[src/rtl/majority_pkg.sv]
// Shared helpers for the N-channel majority voter: channel popcount,
// effective vote threshold and saturating-counter limit.
package majority_pkg;

   localparam int MAX_CH = 32;

   typedef logic [MAX_CH-1:0] ch_vec_t;
   typedef logic [5:0]        cnt_t;

   // Counts set bits among the low n_ch channels; callers zero-extend into ch_vec_t.
   function automatic cnt_t popcount(input ch_vec_t v, input int n_ch);
      cnt_t n;
      n = '0;
      for (int i = 0; i < MAX_CH; i++) begin
         if (i < n_ch) n = n + cnt_t'(v[i]);
      end
      return n;
   endfunction

   // Out-of-range thresholds fall back to strict majority, so even-count ties vote 0.
   function automatic cnt_t eff_threshold(input cnt_t thr, input cnt_t a_cnt);
      if (thr != '0 && thr <= a_cnt) return thr;
      return (a_cnt >> 1) + cnt_t'(1);
   endfunction

   function automatic logic [63:0] cnt_max(input int w);
      return (64'd1 << w) - 64'd1;
   endfunction

endpackage

[src/rtl/maj_channel_monitor.sv]
// Per-channel disagreement tracker: consecutive-miss counter, sticky fault
// flag and saturating total-mismatch counter.
module maj_channel_monitor
   import majority_pkg::*;
#(
   parameter int FAULT_LIM = 4,
   parameter int CNT_W     = 8
) (
   input  logic             clk,
   input  logic             rst,
   input  logic             vote_valid,
   input  logic             disagree_i,
   input  logic             fault_clr,
   output logic             fault_o,
   output logic [CNT_W-1:0] mis_cnt_o
);

   localparam int               CW      = $clog2(FAULT_LIM + 1);
   localparam logic [CNT_W-1:0] CNT_MAX = CNT_W'(cnt_max(CNT_W));

   logic [CW-1:0]    consec_q, consec_d;
   logic             fault_q, fault_d;
   logic [CNT_W-1:0] mis_q, mis_d;

   // NOTE: every next-state signal takes its current value first, so no path leaves it unassigned (no latch).
   always_comb begin
      consec_d = consec_q;
      fault_d  = fault_q;
      mis_d    = mis_q;
      if (vote_valid && !fault_q) begin
         if (disagree_i) begin
            consec_d = consec_q + CW'(1);
            if (mis_q != CNT_MAX) mis_d = mis_q + CNT_W'(1);
            if (consec_d == CW'(FAULT_LIM)) fault_d = 1'b1;
         end else begin
            consec_d = '0;
         end
      end
      // A clear coincident with a vote still keeps that vote's mis_cnt update.
      if (fault_clr) begin
         fault_d  = 1'b0;
         consec_d = '0;
      end
   end

   // NOTE: sequential state uses non-blocking assignments so all registers update together at the edge.
   always_ff @(posedge clk) begin
      if (rst) begin
         consec_q <= '0;
         fault_q  <= 1'b0;
         mis_q    <= '0;
      end else begin
         consec_q <= consec_d;
         fault_q  <= fault_d;
         mis_q    <= mis_d;
      end
   end

   assign fault_o   = fault_q;
   assign mis_cnt_o = mis_q;

endmodule

[src/rtl/majority_voter_n.sv]
// Registered N-channel bitwise majority voter with programmable threshold,
// per-channel fault masking and mismatch statistics.
module majority_voter_n
   import majority_pkg::*;
#(
   parameter  int N_CH      = 3,
   parameter  int WIDTH     = 8,
   parameter  int FAULT_LIM = 4,
   parameter  int CNT_W     = 8,
   localparam int TW        = $clog2(N_CH + 1)
) (
   input  logic                  clk,
   input  logic                  rst,
   input  logic                  in_valid,
   input  logic [N_CH*WIDTH-1:0] in_data,
   input  logic [TW-1:0]         thr,
   input  logic                  fault_clr,
   output logic                  out_valid,
   output logic [WIDTH-1:0]      out_data,
   output logic [N_CH-1:0]       disagree,
   output logic [N_CH-1:0]       fault,
   output logic                  no_quorum,
   output logic [N_CH*CNT_W-1:0] mis_cnt
);

   logic [N_CH-1:0]  active, dis_vec, fault_w;
   cnt_t             a_cnt, t_eff, ones;
   logic             quorum, vote_go;
   logic [WIDTH-1:0] vote_w;

   logic             out_valid_q, out_valid_d;
   logic [WIDTH-1:0] out_data_q, out_data_d;
   logic [N_CH-1:0]  disagree_q, disagree_d;
   logic             no_quorum_q, no_quorum_d;

   always_comb begin
      active = ~fault_w;
      a_cnt  = popcount(ch_vec_t'(active), N_CH);
      t_eff  = eff_threshold(cnt_t'(thr), a_cnt);
      quorum = (a_cnt != '0);
      ones   = '0;
      vote_w = '0;
      for (int b = 0; b < WIDTH; b++) begin
         ones = '0;
         for (int c = 0; c < N_CH; c++) begin
            if (active[c] && in_data[c*WIDTH+b]) ones = ones + cnt_t'(1);
         end
         vote_w[b] = (ones >= t_eff);
      end
      for (int c = 0; c < N_CH; c++) begin
         dis_vec[c] = active[c] && (in_data[c*WIDTH +: WIDTH] != vote_w);
      end
   end

   assign vote_go = in_valid && quorum;

   always_comb begin
      out_valid_d = in_valid;
      out_data_d  = out_data_q;
      disagree_d  = disagree_q;
      no_quorum_d = 1'b0;
      if (in_valid) begin
         if (quorum) begin
            out_data_d = vote_w;
            disagree_d = dis_vec;
         end else begin
            disagree_d  = '0;
            no_quorum_d = 1'b1;
         end
      end
   end

   always_ff @(posedge clk) begin
      if (rst) begin
         out_valid_q <= 1'b0;
         out_data_q  <= '0;
         disagree_q  <= '0;
         no_quorum_q <= 1'b0;
      end else begin
         out_valid_q <= out_valid_d;
         out_data_q  <= out_data_d;
         disagree_q  <= disagree_d;
         no_quorum_q <= no_quorum_d;
      end
   end

   for (genvar g = 0; g < N_CH; g++) begin : g_mon
      maj_channel_monitor #(
         .FAULT_LIM (FAULT_LIM),
         .CNT_W     (CNT_W)
      ) u_mon (
         .clk        (clk),
         .rst        (rst),
         .vote_valid (vote_go),
         .disagree_i (dis_vec[g]),
         .fault_clr  (fault_clr),
         .fault_o    (fault_w[g]),
         .mis_cnt_o  (mis_cnt[g*CNT_W +: CNT_W])
      );
   end

   assign out_valid = out_valid_q;
   assign out_data  = out_data_q;
   assign disagree  = disagree_q;
   assign no_quorum = no_quorum_q;
   assign fault     = fault_w;

endmodule

[config.mk]
export PLATFORM = sky130hd
export DESIGN_NAME = majority_voter_n
export DESIGN_NICKNAME = d
export VERILOG_FILES = /design/src/rtl/majority_pkg.sv /design/src/rtl/maj_channel_monitor.sv /design/src/rtl/majority_voter_n.sv
export SDC_FILE = /design/constraint.sdc
export NUM_CORES = 1
export LEC_CHECK = 0
export ABC_AREA = 1
export BUFFER_PORTS_ARGS = -buffer_cell sky130_fd_sc_hd__buf_2
export CAP_MARGIN = 40
export CORE_ASPECT_RATIO = 0.8
export CORE_UTILIZATION = 56
export DETAILED_ROUTE_END_ITERATION = 8
export GPL_ROUTABILITY_DRIVEN = 1
export GPL_TIMING_DRIVEN = 1
export PLACE_DENSITY = 0.8
export RECOVER_POWER = 25
export REMOVE_ABC_BUFFERS = 1
export SKIP_LAST_GASP = 1
export SLEW_MARGIN = 0
export SYNTH_ARGS = -nofsm -noshare
export SYNTH_HDL_FRONTEND = slang
export SYNTH_SLANG_ARGS = --single-unit
[constraint.sdc]
create_clock -name clk -period 4 [get_ports clk]
set_clock_uncertainty 0.1 [all_clocks]
set_input_delay 1.2 -clock clk [delete_from_list [all_inputs] [get_ports clk]]
set_output_delay 1.2 -clock clk [all_outputs]
set_load 0.01 [all_outputs]
# == Word level (Yosys, flattened, before mapping) ==
# Cells that the tools add are included.
# word_totals
reg_bits,49
out_inout_bits,40
elab_cells,136
# classes
add_sub_neg,25
magnitude_cmp,9
n_eq_ne,9
muxes,32
n_bitwise,2
n_reduce_logical,46
# ops
operator,count
2-to-1 mux 6 bit,18
adder 6 x 1 -> 6 bit (second input constant),16
greater-or-equal comparator 6 bit,8
logical AND 1 bit,32
adder 8 x 1 -> 8 bit (second input constant),3
inequality test 8 bit,3
inequality test 8 bit (second input constant),3
AND reduction 3 bit,6
2-to-1 mux 3 bit,4
2-to-1 mux 1 bit,10
adder 3 x 1 -> 3 bit (second input constant),3
equality test 3 bit (second input constant),3
nonzero test 6 bit,1
OR reduction 2 bit,2
adder 2 x 1 -> 3 bit,1
adder 2 x 1 -> 3 bit (second input constant),1
<= comparator 2 x 3 -> 1 bit,1
zero test 1 bit,3
NOT 3 bit,1
adder 1 x 1 -> 2 bit,1
AND reduction 2 bit,1
nonzero test 2 bit,1
NOT 1 bit,1

# == Logic depth before layout (Yosys ltp) ==
# Gate-level depths: netlist of the first run.
# logic_depth
depth_word,11
mapped_depth,25
depth_no_buf,23

# == Modules after synthesis ==
# A second synthesis of the first run with hierarchy kept.
# unflattened
hier_cells,608
hier_area_um2,3827.4
# modules_own_cells
mod,instances,cells_each,area_each_um2,seq_area_each_um2
majority_voter_n,1,347,1988.2,260.2
maj_channel_monitor,3,87,613.1,240.2

# == Least setup slack after synthesis of the first run ==
# No wires, ideal clock.
# synth_path
kind,reg2reg
from,register g_mon[0].u_mon.fault_q
to,register g_mon[1].u_mon.mis_q[0]
t_arrival_ns,2.954
t_required_ns,3.786
path_slack_ns,0.832
stages_incl_launch_ff,23
path_buffers,3
period_less_slack_ns,3.168
path_cell_list,dfxtp_1 > clkbuf_1 > inv_1 > fa_1 > inv_1 > ha_1 > nand2_1 > nand2_2 > nand2_4 > nand2_4 > nand2_2 > buf_6 > nand3_1 > nand2_1 > inv_2 > nand2_2 > xor2_1 > nand2_1 > nor2_2 > nand2_4 > buf_6 > a21oi_2 > nor2_1
# synth_via
elab_chain_cells,11
word_cells_on_any_way,70
cone_classes,add/sub (19); order compare (9); eq/ne (1); mux (26); bitwise (1); reduce/logical (14)
# synth_rtl
element,line_no,source
start: declaration,maj_channel_monitor.sv:22,"logic fault_q, fault_d;"
start signal: assignment,maj_channel_monitor.sv:54,fault_q <= fault_d;
NOT 3 bit *,majority_voter_n.sv:37,active = ~fault_w;
logical AND 1 bit / adder 1 x 1 -> 2 bit (equally long branches),"majority_voter_n.sv:46, majority_pkg.sv:15",
2-to-1 mux 1 bit / adder 2 x 1 -> 3 bit (equally long branches),"majority_voter_n.sv:46, majority_pkg.sv:15",
adder 6 x 1 -> 6 bit / <= comparator 2 x 3 -> 1 bit (equally long branches),"majority_voter_n.sv:46, majority_pkg.sv:22",
2-to-1 mux 6 bit / logical AND 1 bit (equally long branches),"majority_voter_n.sv:46, majority_pkg.sv:22",
adder 6 x 1 -> 6 bit / 2-to-1 mux 1 bit (equally long branches),"majority_voter_n.sv:46, majority_pkg.sv:22",
"2-to-1 mux 6 bit, on equally long branches","majority_voter_n.sv:46, majority_pkg.sv:23",
greater-or-equal comparator 6 bit,majority_voter_n.sv:48,vote_w[b] = (ones >= t_eff);
inequality test 8 bit,majority_voter_n.sv:51,dis_vec[c] = active[c] && (in_data[c*WIDTH +: WIDTH] != vote_w);
logical AND 1 bit,majority_voter_n.sv:51,
AND reduction 3 bit (no line) *,n/a,
end signal: assignment,maj_channel_monitor.sv:55,mis_q <= mis_d;
end: declaration,maj_channel_monitor.sv:23,"logic [CNT_W-1:0] mis_q, mis_d;"
# Every way passes the cells marked *; elsewhere a longest branch is shown, timed or not.
# A chain may end at the register's enable or synchronous reset.

# == Worst setup path in the final report of the first run ==
# layout_path
from,register g_mon[2].u_mon.fault_q
to,register g_mon[0].u_mon.mis_q[4]
# layout_via
elab_chain_cells,10
word_cells_on_any_way,37
cone_classes,add/sub (2); order compare (9); eq/ne (1); mux (10); bitwise (1); reduce/logical (14)
# layout_rtl
element,line_no,source
start: declaration,maj_channel_monitor.sv:22,
start signal: assignment,maj_channel_monitor.sv:54,
NOT 3 bit *,majority_voter_n.sv:37,
adder 2 x 1 -> 3 bit,majority_pkg.sv:15,if (i < n_ch) n = n + cnt_t'(v[i]);
<= comparator 2 x 3 -> 1 bit,majority_pkg.sv:22,if (thr != '0 && thr <= a_cnt) return thr;
logical AND 1 bit,majority_pkg.sv:22,
2-to-1 mux 1 bit,majority_pkg.sv:22,
2-to-1 mux 6 bit,majority_pkg.sv:23,return (a_cnt >> 1) + cnt_t'(1);
greater-or-equal comparator 6 bit,majority_voter_n.sv:48,
inequality test 8 bit,majority_voter_n.sv:51,
logical AND 1 bit,majority_voter_n.sv:51,
AND reduction 3 bit (no line) *,n/a,
end signal: assignment,maj_channel_monitor.sv:55,
end: declaration,maj_channel_monitor.sv:23,
# Marks and branches as above.

==> insert_results.sql, run 1 <==
INSERT INTO impl_metrics (metric_group, metric, value, unit) VALUES
('clock_tree', 'htreeDepth', '2', ''),
('route', 'wirelength', '8890', 'um'),
('place', 'place_worst_setup_slack', '0.269', 'ns'),
('sta', 'setup_total_negative_slack', '0', 'ns'),
('sta', 'clock.fmax', '0.276', 'GHz'),
('sta', 'max-slew-margin-rel', '73.9', '%'),
('setup_path', 'critical_path.reg2reg.endpoint', 'g_mon[0].u_mon.mis_cnt_o[4]', ''),
('setup_path', 'crit_path_end', 'g_mon[0].u_mon.mis_cnt_o[4]', ''),
('sta', 'worst-slew-pin-transition', '0.390', 'ns'),
('die', 'chip_width', '93.2', 'um'),
('route', 'antenna_violating_nets_post_route', '0', ''),
('yosys', 'postSynthAreaPerCell', '6.64', 'um2'),
('worst_hold_path', 'timing.hold.worst.class', 'reg -> reg', ''),
('yosys', 'netlist_instances', '561', ''),
('grt', 'grt_ovf', '0', ''),
('yosys', 'synth_warnings', '0', ''),
('clock_tree', 'cts_hold_repair.buffers', '0', ''),
('place', 'dp_hpwl', '6800', 'um'),
('layout', 'layout-area-overhead-vs-synth', '12.6', '%'),
('die', 'row_count', '26', ''),
('setup_path', 'reg2reg_setup_slack', '0.38', 'ns'),
('clock_tree', 'post_cts_gate_resize_count', '0', ''),
('route', 'via_per_inst', '5.27', ''),
('pwr', 'total_leakage_power', '0.00218', 'uW'),
('sta', 'min_period', '3.62', 'ns'),
('sta', 'setup_violations', '0', ''),
('clock_tree', 'cts.sink_count', '49', ''),
('setup_path', 'worst_r2r_start', 'g_mon[2].u_mon.fault_o', ''),
('place', 'routabilityCongestion', '0.881', ''),
('pwr', 'power_density_cells', '264', 'nW/um2'),
('clock_tree', 'worst_setup_hold_path_clk_slew', '0.09', 'ns'),
('clock_tree', 'cts-buffers-inserted', '5', ''),
('yosys', 'yosys_most_used_dff', 'sky130_fd_sc_hd__dfxtp_1', ''),
('outcome', 'outcome', 'finished, final reports clean', ''),
('setup_path', 'start_kind', 'flop', ''),
('pwr', 'vdd_ir_drop_max', '0.136', 'mV'),
('grt', 'first_global_vias', '3301', ''),
('layout', 'fill_cells', '600', ''),
('grt', 'grt_start_max_net_pins', '25', ''),
('sta', 'slew_violations', '0', ''),
('pwr', 'power', '1110', 'uW'),
('die', 'die_height', '75.0', 'um'),
('layout', 'multiInputGateArea', '2350', 'um2'),
('grt', 'initial_antenna_violation_count', '0', ''),
('layout', 'final_layout_size_suffix_gt1_share', '15.9', '%'),
('yosys', 'syn-cell-area', '3730', 'um2'),
('run', 'drv_cap', '0', ''),
('setup_path', 'worst_setup_path_startpoint', 'g_mon[2].u_mon.fault_o', ''),
('setup_path', 'critPathCaptureType', 'flop', ''),
('sta', 'fin_crit_sh', '90.5', '%'),
('yosys', 'synthArstFlopShare', '0', '%'),
('layout', 'post_route_utilization', '65.5', '%'),
('grt', 'grt.total_usage', '25.5', '%'),
('sta', 'worst_slack', '0.380', 'ns'),
('route', 'num_vias', '3757', ''),
('die', 'num_io_pins', '70', ''),
('layout', 'n_antenna_cell', '0', ''),
('die', 'floorplan.die_area', '6990', 'um2'),
('clock_tree', 'tritoncts_clock_tree', 'done', ''),
('route', 'drcViolationCount', '0', ''),
('sta', 'report.final.hold_viol_count', '0', ''),
('route', 'drt-pass1-iter-count', '4', ''),
('die', 'core', '6410', 'um2'),
('clock_tree', 'clockBufferDepth', '2', ''),
('setup_path', 'timing.critical_path.required', '4.14', 'ns'),
('sta', 'hold_ws', '0.375', 'ns'),
('clock_tree', 'cts-root-buf', 'sky130_fd_sc_hd__clkbuf_8', ''),
('place', 'port_buf_inserts', '69', ''),
('yosys', 'synth_sequential_area_ratio', '26.3', '%'),
('die', 'initial_cell_density_of_the_core', '58.2', '%'),
('sta', 'grt_setup_unrepaired', 'false', ''),
('yosys', 'ys_types', '29', ''),
('layout', 'seqCellArea', '981', 'um2'),
('clock_tree', 'worstSkewPairLatency', '0.30', 'ns'),
('route', 'drtIter0Drc', '234', ''),
('layout', 'layout.nets', '686', ''),
('setup_path', 'critical_setup_path_class', 'reg -> reg', ''),
('grt', 'grt_first_pass_wirelength', '14300', 'um'),
('setup_path', 'r2r_cells', '21', ''),
('route', 'post_drt_wl_per_cell', '12.5', 'um'),
('yosys', 'synth.ff_latch_count', '49', ''),
('yosys', 'number_of_enable_type_register_cells_in_the_synthesized_netlist', '0', ''),
('setup_path', 'critical_path.max_fanout', '18', ''),
('setup_path', 'arrival', '3.76', 'ns'),
('clock_tree', 'post_cts_buffers', '0', '');
per-layer routing:
layer / GRT usage, % / vias up / part of all wire, %
met2: 45.0 / 97 / 46
met1: 33.6 / 1716 / 47
li1: - / 1934 / -
met3: 3.94 / 10 / 5.4
met4: 4.96 / 0 / 1.0
met5: 0 / - / 0
where the power goes:
part | leakage (uW) | switching, uW | internal (uW) | total (uW)
clock | 0.0000374 | 167 | 123 | 291
sequential | 0.000400 | 13.1 | 505 | 518
combinational | 0.00174 | 191 | 107 | 298
total | 0.00218 | 371 | 736 | 1110
cells in the final DEF (no fill, tap or decap), drive strengths merged, types with 21 or more instances in the layout:
master  synthesis  final
xor2           28     28
nand3          52     52
clkbuf          6     25
nor2           54     54
inv            80     80
nand2         145    145
nand4          24     24
o21ai          21     21
dfxtp          49     49
buf            10     57
a21oi          38     38
ha             27     27
kinds of logic (layout without fill, tap and decap cells):
group                      count (synthesis)  in the layout  synth area share (%)
AOI/OAI and AO/OA                         60             60                  8.39
adders and majority gates                 28             28                  9.60
xor gates and xnor gates                  32             32                  7.52
and+or+nand+nor                          295            295                  37.4
buffers and inverters                     97            165                  10.7
DFF                                       49             49                  26.3
registers in the layout, indices dropped and copies added (netlist names):
name,flops
g_mon.u_mon.mis_cnt_o,24
g_mon.u_mon.consec_q,9
out_data,8
disagree,3
g_mon.u_mon.fault_o,3
no_quorum,1
out_valid,1
synthesized netlist by cell type, drive strengths merged, types with 10 or more instances:
master / count / share of area (%)
a21oi: 38 / 5.2
buf: 10 / 2.0
dfxtp: 49 / 26
ha: 27 / 9.1
inv: 80 / 8.1
nand2: 145 / 16
nand3: 52 / 7.5
nand3b: 16 / 3.2
nand4: 24 / 4.0
nor2: 54 / 5.6
o21ai: 21 / 3.0
xor2: 28 / 6.6
worst min-delay path by stage:
stage                                     startpoint                         end  slack [ns]  cells after the start
after global placement    g_mon[0].u_mon.consec_q[2]  g_mon[0].u_mon.consec_q[2]        0.35                      2
after floorplan           g_mon[0].u_mon.consec_q[2]  g_mon[0].u_mon.consec_q[2]        0.35                      2
after detailed placement  g_mon[2].u_mon.consec_q[2]  g_mon[2].u_mon.consec_q[2]        0.36                      2
final                     g_mon[2].u_mon.consec_q[1]  g_mon[2].u_mon.consec_q[1]        0.38                      2
after CTS                                disagree[2]                 disagree[2]        0.38                      2
after global routing      g_mon[2].u_mon.consec_q[0]  g_mon[2].u_mon.consec_q[0]        0.39                      2
worst max-delay path, stage by stage, from the launching register on:
cell and delay [ns]:
sky130_fd_sc_hd__dfxtp_1 0.37, sky130_fd_sc_hd__inv_2 0.17, sky130_fd_sc_hd__fa_1 0.50, sky130_fd_sc_hd__inv_1 0.16
sky130_fd_sc_hd__ha_1 0.27, sky130_fd_sc_hd__nand2_1 0.10, sky130_fd_sc_hd__nand2_2 0.07, sky130_fd_sc_hd__nand2_4 0.09
sky130_fd_sc_hd__nand3_2 0.18, sky130_fd_sc_hd__nand2_2 0.17, sky130_fd_sc_hd__nand2_1 0.06, sky130_fd_sc_hd__nand2_1 0.06
sky130_fd_sc_hd__inv_1 0.07, sky130_fd_sc_hd__nand2_1 0.11, sky130_fd_sc_hd__nand2_1 0.06, sky130_fd_sc_hd__nand2_1 0.07
sky130_fd_sc_hd__nand2_1 0.05, sky130_fd_sc_hd__nor2_1 0.17, sky130_fd_sc_hd__nand2_1 0.29, sky130_fd_sc_hd__nand3_2 0.25
sky130_fd_sc_hd__nand2_1 0.07, sky130_fd_sc_hd__a21oi_1 0.12
layout make-up:
type	count	area share (%)
multi-input cells	415	55.9
flip-flops and latches	49	23.4
repair buffers	76	8.91
inverters	81	7.24
well taps	84	2.50
clock buffers	6	1.73
clock inverters	2	0.358
metrics by stage:
step	area [um2]	instances
floorplan	3630	545
global placement	4130	705
detailed placement	4130	705
CTS	4220	713
global route	4200	713
finish	4200	713
Power figures use the tool's default switching activity.
==> inputs of run 2 (changes only) <==
- CTS_BUF_LIST: unset -> sky130_fd_sc_hd__clkbuf_16
==> run 2 against run 1 <==
Effect of this change:
- sequential power barely moved
- first-iteration DRC count up 9.4%
- largest power group unchanged
- cell count unchanged
- highest routed layer unchanged
==> insert_results.sql, run 2 (same netlist as run 1, synthesis figures left out) <==
INSERT INTO impl_metrics (metric_group, metric, value, unit) VALUES
('outcome', 'outcome', 'finished, final reports clean', ''),
('run', 'drv_cap', '0', ''),
('grt', 'grt_ovf', '0', ''),
('route', 'num_vias', '3782', ''),
('place', 'dp_hpwl', '6800', 'um'),
('pwr', 'internal-power', '842', 'uW'),
('place', 'port_buf_inserts', '69', ''),
('clock_tree', 'htreeDepth', '2', ''),
('layout', 'seqCellArea', '981', 'um2'),
('pwr', 'power.share.switching', '31.2', '%'),
('layout', 'layout-area-overhead-vs-synth', '14.1', '%'),
('route', 'post_drt_wl_per_cell', '12.7', 'um'),
('layout', 'n_antenna_cell', '0', ''),
('layout', 'final_layout_size_suffix_gt1_share', '15.9', '%'),
('clock_tree', 'worst_setup_hold_path_clk_slew', '0.07', 'ns'),
('setup_path', 'critPathCaptureType', 'flop', ''),
('grt', 'grt_start_max_net_pins', '25', ''),
('die', 'num_io_pins', '70', ''),
('setup_path', 'reg2reg_setup_slack', '0.40', 'ns'),
('pwr', 'power_density_cells', '288', 'nW/um2'),
('setup_path', 'critical_path.cell_chain', 'inv_2 -> fa_1 -> inv_1 -> ha_1 -> nand2_1 -> nand2_2 -> nand2_4 -> nand3_2 -> nand2_2 -> nand2_1 -> nand2_1 -> inv_1 -> nand2_1 -> nand2_1 -> nand2_1 -> nand2_1 -> nor2_1 -> nand2_1 -> nand3_2 -> nand2_1 -> a21oi_1', ''),
('grt', 'initial_antenna_violation_count', '0', ''),
('setup_path', 'crit_path_top_delay_cell', 'sky130_fd_sc_hd__fa_1', ''),
('grt', 'routing_layer_with_the_top_usage_in_global_route', 'met2', ''),
('sta', 'worst-slew-pin-transition', '0.393', 'ns'),
('grt', 'grt_util_met1', '33.8', '%'),
('layout', 'layout.nets', '686', ''),
('layout', 'final_common_cell', 'sky130_fd_sc_hd__nand2_1', ''),
('setup_path', 'critical_path.max_fanout', '18', ''),
('setup_path', 'start_kind', 'flop', ''),
('sta', 'setup_total_negative_slack', '0', 'ns'),
('die', 'die_height', '75.0', 'um'),
('pwr', 'total_switching_power', '382', 'uW'),
('layout', 'fill_cells', '590', ''),
('sta', 'report.final.hold_viol_count', '0', ''),
('place', 'routabilityCongestion', '0.881', ''),
('clock_tree', 'post_cts_gate_resize_count', '0', ''),
('setup_path', 'cpLargestDelayFamily', 'simple AND/OR/NAND/NOR gates', ''),
('pwr', 'vdd_ir_drop_max', '0.170', 'mV'),
('setup_path', 'critical_path.most_common_cell', 'sky130_fd_sc_hd__nand2_1', ''),
('grt', 'grt.total_usage', '25.8', '%'),
('setup_path', 'biggest_cell_delay_along_the_critical_path', '0.50', 'ns'),
('grt', 'grt.met2_usage', '45.8', '%'),
('die', 'chip_width', '93.2', 'um'),
('worst_hold_path', 'timing.hold.worst.class', 'reg -> reg', ''),
('clock_tree', 'cts.sink_count', '49', ''),
('setup_path', 'critPathBufInv', '3', ''),
('route', 'drcViolationCount', '0', ''),
('layout', 'largest_register_ff_count', '24', ''),
('clock_tree', 'tritoncts_clock_tree', 'done', ''),
('grt', 'globalRouteMet3Util', '3.84', '%'),
('clock_tree', 'worstSkewPairLatency', '0.28', 'ns'),
('route', 'via_per_inst', '5.30', ''),
('die', 'floorplan.die_area', '6990', 'um2'),
('setup_path', 'timing.critical_path.required', '4.12', 'ns'),
('sta', 'slew_violations', '0', ''),
('pwr', 'share_clk_of_total_power', '33.2', '%'),
('grt', 'first_global_vias', '3342', ''),
('layout', 'layout.cells.most_common_list', '128 x sky130_fd_sc_hd__nand2_1, 72 x sky130_fd_sc_hd__inv_1, 51 x sky130_fd_sc_hd__nor2_1', ''),
('route', 'drt-pass1-iter-count', '5', ''),
('sta', 'fin_crit_sh', '90.1', '%'),
('layout', 'multiInputGateArea', '2350', 'um2'),
('clock_tree', 'post_cts_buffers', '0', ''),
('sta', 'clock.fmax', '0.278', 'GHz'),
('sta', 'max-slew-margin-rel', '73.7', '%'),
('sta', 'hold_ws', '0.372', 'ns'),
('clock_tree', 'cts-buffers-inserted', '5', ''),
('route', 'wirelength', '9070', 'um'),
('die', 'row_count', '26', ''),
('sta', 'setup_violations', '0', ''),
('setup_path', 'arrival', '3.72', 'ns'),
('clock_tree', 'cts_hold_repair.buffers', '0', ''),
('pwr', 'total_leakage_power', '0.00221', 'uW'),
('pwr', 'power.share.sequential', '42.4', '%'),
('die', 'core', '6410', 'um2'),
('clock_tree', 'cts-root-buf', 'sky130_fd_sc_hd__clkbuf_16', ''),
('route', 'antenna_violating_nets_post_route', '0', ''),
('sta', 'min_period', '3.60', 'ns'),
('sta', 'grt_setup_unrepaired', 'false', ''),
('die', 'initial_cell_density_of_the_core', '58.2', '%'),
('route', 'drtIter0Drc', '256', ''),
('pwr', 'power.combinational.fraction', '24.4', '%'),
('grt', 'grt_first_pass_wirelength', '14500', 'um'),
('clock_tree', 'clockBufferDepth', '2', ''),
('setup_path', 'critical_setup_path_class', 'reg -> reg', '');
==> run 2: cell count changes in the layout (fill, tap and decap cells not counted) <==
cell | previous run | this run
sky130_fd_sc_hd__clkbuf_1 | 20 | 19
sky130_fd_sc_hd__clkbuf_8 | 5 | 0
sky130_fd_sc_hd__clkbuf_16 | 0 | 5
sky130_fd_sc_hd__inv_1 | 71 | 72
==> run 2: power groups by stage <==
| stage | Combinational (uW) | Sequential [uW] | Clock, uW |
|---|---|---|---|
| final | 299 | 519 | 407 |
| after global routing | 334 | 521 | 438 |
| after CTS | 299 | 518 | 419 |
| after detailed placement | 296 | 529 | 0 |
| after global placement | 288 | 529 | 0 |
| after floorplan | 201 | 535 | 0 |
==> run 2: cell type report <==
type | count | share of cell area, %
multi-input combinational | 415 | 55.1
sequential | 49 | 23.1
timing repair buffer | 76 | 8.79
inverter | 81 | 7.15
clock buffer | 5 | 2.94
tap | 84 | 2.47
clock inverter | 3 | 0.441
==> run 2: path summary, 6_finish.rpt <==
kind / start / depth (start not counted) / to
setup / recovery: g_mon[2].u_mon.fault_o / 21 / g_mon[0].u_mon.mis_cnt_o[4]
hold / removal: g_mon[1].u_mon.consec_q[1] / 2 / g_mon[1].u_mon.consec_q[1]
setup reg to reg: g_mon[2].u_mon.fault_o / 21 / g_mon[0].u_mon.mis_cnt_o[4]
hold reg to reg: g_mon[1].u_mon.consec_q[1] / 2 / g_mon[1].u_mon.consec_q[1]
==> run 2: metrics by stage <==
stage	cells	worst slack (ns)	cell area, um2	total power (uW)	utilization, %
finish	713	0.397	4250	1220	66.4
global route	713	0.0199	4250	1290	66.4
CTS	713	0.469	4280	1240	66.8
detailed placement	705	0.269	4130	826	64.5
global placement	705	0.354	4130	816	64.5
floorplan	545	0.818	3630	736	-
==> run 2: routing by layer <==
metal  up-vias  wire (um)
li1       1935          -
met1      1728       4190
met2       115       4270
met3         4        551
met4         0         55
met5         -          0
==> run 2: worst min-delay path: stages, from the launching register on <==
cell                      delay, ns
sky130_fd_sc_hd__dfxtp_1       0.31
sky130_fd_sc_hd__nand2_1       0.06
sky130_fd_sc_hd__a21oi_1       0.05
==> inputs of run 3 (changes only) <==
- CORE_ASPECT_RATIO: 0.8 -> unset
==> run 3 against run 2 <==
Effect of this change:
- wire length is 1.6% lower
- non-clock buffer count is 2 lower
- cell count is 1.3% lower
- clock power is 15% higher
- first-iteration DRC count is 20% lower
- clock-buffer cell count stayed put
- worst setup slack worse by 0.035 ns
==> insert_results.sql, run 3 (same netlist as run 1, synthesis figures left out) <==
INSERT INTO impl_metrics (metric_group, metric, value, unit) VALUES
('outcome', 'outcome', 'finished, final reports clean', ''),
('layout', 'final_layout_size_suffix_gt1_share', '15.3', '%'),
('setup_path', 'timing.critical_path.required', '4.08', 'ns'),
('pwr', 'power_density_cells', '302', 'nW/um2'),
('worst_hold_path', 'timing.hold.worst.class', 'reg -> reg', ''),
('worst_hold_path', 'worstHoldPathCells', '2', ''),
('clock_tree', 'post_cts_gate_resize_count', '0', ''),
('pwr', 'vdd_ir_drop_max', '0.272', 'mV'),
('route', 'drcViolationCount', '0', ''),
('route', 'drt-pass1-iter-count', '5', ''),
('sta', 'worst-slew-pin-transition', '0.720', 'ns'),
('sta', 'grt_setup_unrepaired', 'false', ''),
('sta', 'setup_violations', '0', ''),
('clock_tree', 'cts_hold_repair.buffers', '0', ''),
('sta', 'fin_crit_sh', '91.0', '%'),
('sta', 'report.final.hold_viol_count', '0', ''),
('setup_path', 'critical_setup_path_class', 'reg -> reg', ''),
('setup_path', 'r2r_cells', '22', ''),
('clock_tree', 'cts.sink_count', '49', ''),
('die', 'row_count', '29', ''),
('layout', 'layout.cells.most_common_list', '128 x sky130_fd_sc_hd__nand2_1, 72 x sky130_fd_sc_hd__inv_1, 51 x sky130_fd_sc_hd__nor2_1', ''),
('pwr', 'power', '1280', 'uW'),
('layout', 'layout.nets', '684', ''),
('setup_path', 'arrival', '3.72', 'ns'),
('die', 'num_io_pins', '70', ''),
('route', 'num_vias', '3751', ''),
('grt', 'grt_start_max_net_pins', '38', ''),
('route', 'route.met3.wl', '487', 'um'),
('grt', 'grt.total_usage', '26.0', '%'),
('pwr', 'total_leakage_power', '0.00221', 'uW'),
('sta', 'min_period', '3.64', 'ns'),
('sta', 'setup_total_negative_slack', '0', 'ns'),
('sta', 'clock.fmax', '0.275', 'GHz'),
('die', 'initial_cell_density_of_the_core', '58.4', '%'),
('place', 'port_buf_inserts', '69', ''),
('setup_path', 'start_kind', 'flop', ''),
('grt', 'grt_first_pass_wirelength', '15100', 'um'),
('setup_path', 'critical_path.most_common_cell', 'sky130_fd_sc_hd__nand2_1', ''),
('layout', 'largest_register_ff_count', '24', ''),
('place', 'routabilityCongestion', '0.873', ''),
('route', 'wirelength', '8920', 'um'),
('die', 'chip_width', '83.6', 'um'),
('place', 'dp_hpwl', '6680', 'um'),
('clock_tree', 'tritoncts_clock_tree', 'done', ''),
('clock_tree', 'cts-buffers-inserted', '5', ''),
('grt', 'grt_ovf', '0', ''),
('clock_tree', 'htreeDepth', '2', ''),
('layout', 'fill_cells', '595', ''),
('die', 'core', '6390', 'um2'),
('sta', 'max-slew-margin-rel', '52.0', '%'),
('clock_tree', 'cts-root-buf', 'sky130_fd_sc_hd__clkbuf_16', ''),
('layout', 'layout-area-overhead-vs-synth', '14.0', '%'),
('clock_tree', 'worstSkewPairLatency', '0.29', 'ns'),
('route', 'drtIter0Drc', '206', ''),
('run', 'drv_cap', '0', ''),
('layout', 'n_antenna_cell', '0', ''),
('grt', 'initial_antenna_violation_count', '0', ''),
('clock_tree', 'clockBufferDepth', '2', ''),
('layout', 'final_common_cell', 'sky130_fd_sc_hd__nand2_1', ''),
('setup_path', 'biggest_cell_delay_along_the_critical_path', '0.51', 'ns'),
('route', 'highest-signal-layer', 'met4', ''),
('setup_path', 'crit_path_top_delay_cell', 'sky130_fd_sc_hd__fa_1', ''),
('grt', 'first_global_vias', '3412', ''),
('setup_path', 'critical_path.cell_chain', 'inv_2 -> fa_1 -> inv_1 -> ha_1 -> nand2_1 -> nand2_2 -> nand2_4 -> nand3_2 -> nand2_2 -> nand2_1 -> nand2_1 -> inv_2 -> nand2_1 -> nand2_1 -> nand2_1 -> nand2_1 -> nor2_1 -> nand2_1 -> nand3_2 -> nand2_1 -> nand2_1 -> nor2_1', ''),
('die', 'die_height', '83.6', 'um'),
('setup_path', 'critPathCaptureType', 'flop', ''),
('route', 'wl_met2', '4190', 'um'),
('clock_tree', 'post_cts_buffers', '0', ''),
('sta', 'slew_violations', '0', ''),
('die', 'floorplan.die_area', '6990', 'um2'),
('route', 'detail_route.wirelength.met1', '4160', 'um'),
('route', 'via_per_inst', '5.33', ''),
('clock_tree', 'worst_setup_hold_path_clk_slew', '0.07', 'ns'),
('setup_path', 'critical_path.max_fanout', '18', ''),
('route', 'post_drt_wl_per_cell', '12.7', 'um'),
('route', 'antenna_violating_nets_post_route', '0', '');
run 3: final cells by class:
class / count / area (um2) / area share (%)
multi-input combinational: 415 / 2350 / 55.2
clock buffer: 5 / 125 / 2.95
timing repair buffer: 74 / 358 / 8.42
tap: 77 / 96.3 / 2.27
clock inverter: 3 / 37.5 / 0.884
inverter: 81 / 304 / 7.16
sequential: 49 / 981 / 23.1
run 3: layer usage:
| metal | GRT usage (%) | vias to the layer above |
|---|---|---|
| met5 | 0 | - |
| met4 | 6.93 | 0 |
| met2 | 44.3 | 105 |
| met1 | 34.3 | 1707 |
| met3 | 3.86 | 7 |
| li1 | - | 1932 |
run 3: through the flow:
stage                     instance area, um2  setup slack [ns]  instances  util (%)  hold WS [ns]
after global routing                    4250            0.0103        704      66.5         0.390
after CTS                               4270             0.364        704      66.9         0.366
after detailed placement                4110             0.196        696      64.4         0.356
after floorplan                         3630             0.818        545         -         0.345
after global placement                  4110             0.303        696      64.4         0.352
final                                   4250             0.361        704      66.5         0.363
run 3: worst paths after layout:
| check | slack [ns] | to | startpoint |
|---|---|---|---|
| setup / recovery | 0.36 | g_mon[0].u_mon.mis_cnt_o[0] | g_mon[2].u_mon.fault_o |
| hold / removal | 0.36 | g_mon[0].u_mon.consec_q[2] | g_mon[0].u_mon.consec_q[2] |
| setup reg to reg | 0.36 | g_mon[0].u_mon.mis_cnt_o[0] | g_mon[2].u_mon.fault_o |
| hold reg to reg | 0.36 | g_mon[0].u_mon.consec_q[2] | g_mon[0].u_mon.consec_q[2] |
run 3: power breakdown:
| part | total [uW] | leakage (uW) | switching, uW | internal (uW) |
|---|---|---|---|---|
| Sequential | 520 | 0.000400 | 13.8 | 506 |
| Combinational | 298 | 0.00173 | 191 | 106 |
| Clock | 467 | 0.0000826 | 176 | 291 |
| Total | 1280 | 0.00221 | 381 | 903 |
run 3: critical path, delay by kind of cell, from the launching register on:
kind	cells	cell delay, ns
AND/OR/NAND/NOR	17	1.90
adder cells (fa/ha/maj)	2	0.77
buffers and inverters	3	0.38
flip-flops	1	0.36
